===== src/rtl/fifo_frame_packer.sv =====
// ============================================================================
// fifo_frame_packer
// Drains payload words from a FIFO read port and frames them as header,
// FRAME_LEN payload words and a modular-sum checksum on a valid/ready stream.
// Revision: 1.0
// ============================================================================
`default_nettype none

module fifo_frame_packer #(
  parameter int                    DATA_WIDTH = 8,
  parameter int                    FRAME_LEN  = 4,
  parameter logic [DATA_WIDTH-1:0] HDR_WORD   = 'hA5,
  parameter int                    CNT_WIDTH  = 16
) (
  input  logic                  clk,
  input  logic                  rst,
  input  logic                  fifo_empty,
  input  logic [DATA_WIDTH-1:0] fifo_dout,
  output logic                  fifo_rd_en,
  output logic                  out_valid,
  input  logic                  out_ready,
  output logic [DATA_WIDTH-1:0] out_data,
  output logic                  out_last,
  output logic                  frame_done,
  output logic [CNT_WIDTH-1:0]  frame_count
);

  localparam logic [7:0] C_LAST_IDX = 8'(FRAME_LEN - 1);

  typedef enum logic [2:0] {
    S_IDLE  = 3'd0,
    S_HDR   = 3'd1,
    S_FETCH = 3'd2,
    S_LOAD  = 3'd3,
    S_SEND  = 3'd4,
    S_CSUM  = 3'd5
  } state_t;

  state_t                state_q, state_d;
  logic [7:0]            idx_q, idx_d;
  logic [DATA_WIDTH-1:0] csum_q, csum_d;
  logic [DATA_WIDTH-1:0] data_q, data_d;
  logic [CNT_WIDTH-1:0]  cnt_q, cnt_d;

  always_ff @(posedge clk or posedge rst) begin
    if (rst) begin
      state_q <= S_IDLE;
      idx_q   <= '0;
      csum_q  <= '0;
      data_q  <= '0;
      cnt_q   <= '0;
    end else begin
      state_q <= state_d;
      idx_q   <= idx_d;
      csum_q  <= csum_d;
      data_q  <= data_d;
      cnt_q   <= cnt_d;
    end
  end

  // Stream outputs depend only on registered state; rd_en and frame_done are
  // the only combinational strobes.
  always_comb begin
    state_d    = state_q;
    idx_d      = idx_q;
    csum_d     = csum_q;
    data_d     = data_q;
    cnt_d      = cnt_q;
    fifo_rd_en = 1'b0;
    out_valid  = 1'b0;
    out_data   = '0;
    out_last   = 1'b0;
    frame_done = 1'b0;
    case (state_q)
      S_IDLE: begin
        if (!fifo_empty) state_d = S_HDR;
      end
      S_HDR: begin
        out_valid = 1'b1;
        out_data  = HDR_WORD;
        if (out_ready) state_d = S_FETCH;
      end
      S_FETCH: begin
        fifo_rd_en = !fifo_empty;
        if (!fifo_empty) state_d = S_LOAD;
      end
      S_LOAD: begin
        data_d  = fifo_dout;
        csum_d  = csum_q + fifo_dout;
        state_d = S_SEND;
      end
      S_SEND: begin
        out_valid = 1'b1;
        out_data  = data_q;
        if (out_ready) begin
          if (idx_q == C_LAST_IDX) begin
            state_d = S_CSUM;
          end else begin
            idx_d   = idx_q + 8'd1;
            state_d = S_FETCH;
          end
        end
      end
      S_CSUM: begin
        out_valid = 1'b1;
        out_data  = csum_q;
        out_last  = 1'b1;
        if (out_ready) begin
          frame_done = 1'b1;
          cnt_d      = cnt_q + 1'b1;
          csum_d     = '0;
          idx_d      = '0;
          state_d    = S_IDLE;
        end
      end
      default: state_d = S_IDLE;
    endcase
  end

  assign frame_count = cnt_q;

endmodule

`default_nettype wire


===== config.mk =====
export PLATFORM = sky130hd
export DESIGN_NAME = fifo_frame_packer
export DESIGN_NICKNAME = d
export VERILOG_FILES = /design/src/rtl/fifo_frame_packer.sv
export SDC_FILE = /design/constraint.sdc
export NUM_CORES = 1
export LEC_CHECK = 0
export BUFFER_PORTS_ARGS = -buffer_cell sky130_fd_sc_hd__buf_2
export CAP_MARGIN = 20
export CORE_ASPECT_RATIO = 1.75
export CORE_MARGIN = 5
export CORE_UTILIZATION = 52
export CTS_BUF_LIST = sky130_fd_sc_hd__clkbuf_8
export DETAILED_ROUTE_END_ITERATION = 12
export PLACE_DENSITY = 0.8
export SETUP_SLACK_MARGIN = 0.02
export SLEW_MARGIN = 15
export SYNTH_ARGS = -nofsm -noshare
export SYNTH_HDL_FRONTEND = slang
export SYNTH_SLANG_ARGS = --single-unit

===== constraint.sdc =====
create_clock -name clk -period 1.6 [get_ports clk]
set_input_delay 0.4 -clock clk [delete_from_list [all_inputs] [get_ports clk]]
set_output_delay 0.4 -clock clk [all_outputs]
set_load 0.02 [all_outputs]

Word-level counts from Yosys, hierarchy flattened --
Index checks and enable logic that the tools add are counted.
Word-level totals: register bits after elaboration 43, input bits 12
Cells by class: add/sub/neg operators 3, equal/unequal tests 12, muxes and demuxes 18, reduce and logical (&&, ||, !) cells 9
Operator list (number):
- $pmux 8 s2 | 2
- $mux 8 | 3
- $pmux 8 s3 | 1
- $mux 3 | 6
- $pmux 3 s6 | 1
- $add 16x1->16 const B | 1
- $ne 2x2->1 const B | 6
- $add 8x1->8 const B | 1
- $add 8x8->8 | 1
- $eq 8x2->1 const B | 1
- $eq 3x2->1 const B | 2
- $eq 3x3->1 const B | 2
- $mux 1 | 5
- $reduce_and 5->1 | 1
- $reduce_and 2->1 | 2
- $reduce_and 4->1 | 1
- $reduce_bool 2->1 | 2
- $eq 3x1->1 const B | 1
- $logic_not 3->1 | 1
- $reduce_or 3->1 | 1
- $logic_not 1->1 | 1

Depth between registers and ports, before layout --
word-level depth 4, gate-level depth with buffers 8, mapped depth without buffers 7

Worst setup path after synthesis --
No wires, ideal clock.
path type reg-to-output, start register state_q[0], end output fifo_rd_en, arrival time 1433 ps, data required time 1200 ps, setup slack -233 ps, stages on the path, launching flop included 3, cells stage by stage dfrtp_1 -> clkbuf_1 -> nor4b_1
On the way: longest elaborated chain between the ends 2
Ends and longest elaborated chain:
- start, declared | RTL line 39 | state_t state_q, state_d;
- start signal, assigned | RTL line 53 | state_q <= state_d;
- $eq 3x2->1 | RTL line 74 | case (state_q)
- $mux 1 | RTL line 74
- end, declared | RTL line 19 | output logic fifo_rd_en,
No other way between the ends.

Worst setup path after layout --
start register state_q[0], end output out_data[5]
On the way: longest elaborated chain between the ends 2
Ends and longest elaborated chain:
- $eq 3x3->1 / $eq 3x1->1 (equally long branches) | RTL line 74
- $pmux 8 s3 * | RTL line 74
- end, declared | RTL line 22 | output logic [DATA_WIDTH-1:0] out_data,
Every way passes the cells marked *; elsewhere a longest branch is shown, timed or not.

==> reports/results.ini <==
[detailed_routing]
drtPass1Iterations = 4
drt_wl_total_mm = 6.632
drt_iter0_markers = 97
wl_per_cell_um = 17.05
ant_nets = 0
drcViolationCount = 0
drt-vias-per-instance = 5.674
num_vias = 2207

[final_layout]
layout.nets = 359
drive_above_1_share_pct = 44.08
num_antenna_cells = 0
stdcell_count = 389
area_growth_pct = 45.72

[floorplan]
dieArea_um2 = 5921
rows = 32
die_x_um = 60.35
pin_count = 40
die_h_um = 98.12
core_um2 = 4364
start_util_pct = 52.87

[sta]
hold_viol_final = 0
hold_ws_ns = 0.1369
fmax_mhz = 556.8
setup_viol = 25
setup_ws_ns = -0.1960
report.final.slew_viol_count = 0
tns_ns = -2.604
rsz0062_at_grt = true
post-route-period-util_pct = 112.3
slew_headroom_pct = 79.34
fin_crit_ns = 1.796
worst_pin_slew_ns = 0.3090
skew_ns = 0.01533

[worst_setup_path]
crit_fanout = 7
critPathLaunchType = flip-flop
r2r_slack_ns = -0.14
critical_path_arrival_ns = 1.40
reg2reg_to = csum_q[7]
critical_path_class = flip-flop to primary output
cp.required_ns = 1.20
r2r-start = csum_q[1]
crit_start = state_q[0]
endpoint_kind = primary output
worst-r2r-cell-count = 6

[global_routing]
grt_antenna_before_repair = 0
grt_pass1_wl_mm = 10.06
grt_start_max_net_pins = 44
grt.overflow.total = 0
grt_use_total_pct = 22.16
grt_pass1_vias = 2228

[yosys]
synth_top_family_by_area = simple AND/OR/NAND/NOR gates
yosys-top-cells-area = dfrtp_1 47%, nand2_1 7.5%, xnor2_1 6.5%
synth_cell_type_count = 41
yosysTopAreaCellShare_pct = 46.64
syn_inst = 240
synth_compound_area_share_pct = 9.870
synth_top_cells_by_count = 46 x nand2_1, 43 x dfrtp_1, 21 x nor2_1
synth_simple_gate_area_share_pct = 22.67
yosysMostFrequentCell = nand2_1
synth_mux_area_share_pct = 3.579
syn_avg_cell_area_um2 = 9.613
async_reset_ff_share_pct = 100.0
synth_ff_type = dfrtp_1
synth-edff-count = 0
synthXorXnorAreaFrac_pct = 8.731
syn_area_um2 = 2307
ys_warn_count = 0
ys_seq_elements = 43
ys_seq_area_share_pct = 46.64
synthAdderAreaFrac_pct = 5.748
synth_area_leader_cell = dfrtp_1
syn-num-nets = 262

[hold_path]
hp-class = primary input to async pin

[place]
hpwlAfterDp_mm = 4.188
dpl_worst_slack_ns = -0.2620
dpl.cell_count = 361
port_buffers = 39
gp_congestion = 0.8662

[clocking]
cts_hold_buffers = 0
ctsRootBufferMaster = clkbuf_8
cts.clk_slew.worst_paths_ns = 0.09
insertion_delay_ns = 0.30
cts_buffers = 5
cts_tree = built
clk_path_buf_depth = 2
clock-sinks = 43
htreeDepth = 2

[power]
power_leakage_nw = 1.701
powerDensity_nw_per_um2 = 1696
irDropWorstVdd_v = 0.001461

[outcome]
status = complete, but fails checks
violations = setup timing

[flow_run]
cap_violations = 0

per-stage QoR:
stage	total power [mW]	util [%]	instance area, um2
after global routing	6.051	77.04	3362
after floorplan	3.125	-	2362
after CTS	5.268	72.71	3173
after global placement	3.974	66.11	2885
after detailed placement	4.080	66.11	2885
final	5.701	77.04	3362
metal layers:
metal	vias to the layer above	wire, um	GRT usage, %
met5	-	0	0
met4	0	272	11.95
met3	27	286	3.968
met2	78	3684	39.25
met1	1089	2388	23.48
li1	1013	-	-
repair_timing:
action	in CTS	in global routing
pin swaps	13	24
endpoints found under the setup margin	22	35
gates resized for setup	36	36
setup buffers	13	7
hold endpoints to repair	0	0
critical path, cell delays in order, from the launching register on:
cell and delay, ns:
dfrtp_2 0.48, nor2_2 0.12, buf_6 0.13, nand2_2 0.06
a21oi_2 0.14, buf_4 0.15
state kept, by name (all words and copies together), names as in the netlist:
name / cells
frame_count: 16
csum_q: 8
data_q: 8
idx_q: 8
state_q: 3
power breakdown:
group	internal (mW)	switching [mW]	total, mW
registers	1.40	0.285	1.68
logic	1.55	1.60	3.15
clock network	0.465	0.403	0.869
placed cells by master, fill, tap and decap left out, drive strengths merged:
cell     n
nand4    7
dfrtp   43
mux2i    6
a22o     2
o21a     1
fa       1
o211ai   1
a21o     3
o22ai    1
clkbuf   5
a21oi   11
bufinv   1
buf     97
nand2b   2
nor3b    1
o311ai   1
ha       9
xor2     6
o31ai    1
xnor2   17
a311oi   1
clkinv   3
nor4b    3
o21bai   1
nand3b   2
and2b    1
o41ai    1
and3     5
nor2    22
nor3     4
nand4b   2
inv      7
o21ai   14
mux2     2
and2     2
nand3    6
nand2   46
area by class of cell:
| class | instances | area [um2] |
|---|---|---|
| fillers | 280 | 1002 |
| well taps | 51 | 63.81 |
| clock inverters | 3 | 43.79 |
| inverters | 8 | 35.03 |
| flip-flops and latches | 43 | 1079 |
| multi-input cells | 182 | 1355 |
| repair buffers | 97 | 716.9 |
| clock buffers | 5 | 68.82 |
how the worst max path moves through the flow:
stage | cells past startpoint | endpoint | slack [ns]
floorplan | 7 | csum_q[6] | -0.05
global placement | 8 | csum_q[6] | -0.25
detailed placement | 8 | csum_q[6] | -0.26
CTS | 5 | out_data[5] | -0.17
global route | 5 | out_data[5] | -0.24
finish | 5 | out_data[5] | -0.20
cell families after synthesis:
family / Yosys count
adders and majority gates: 10
xor gates and xnor gates: 23
and+or+nand+nor: 103
AOI/OAI and AO/OA: 38
buffers and inverters: 15
muxes: 8
DFF: 43
Power figures use the tool's default switching activity.
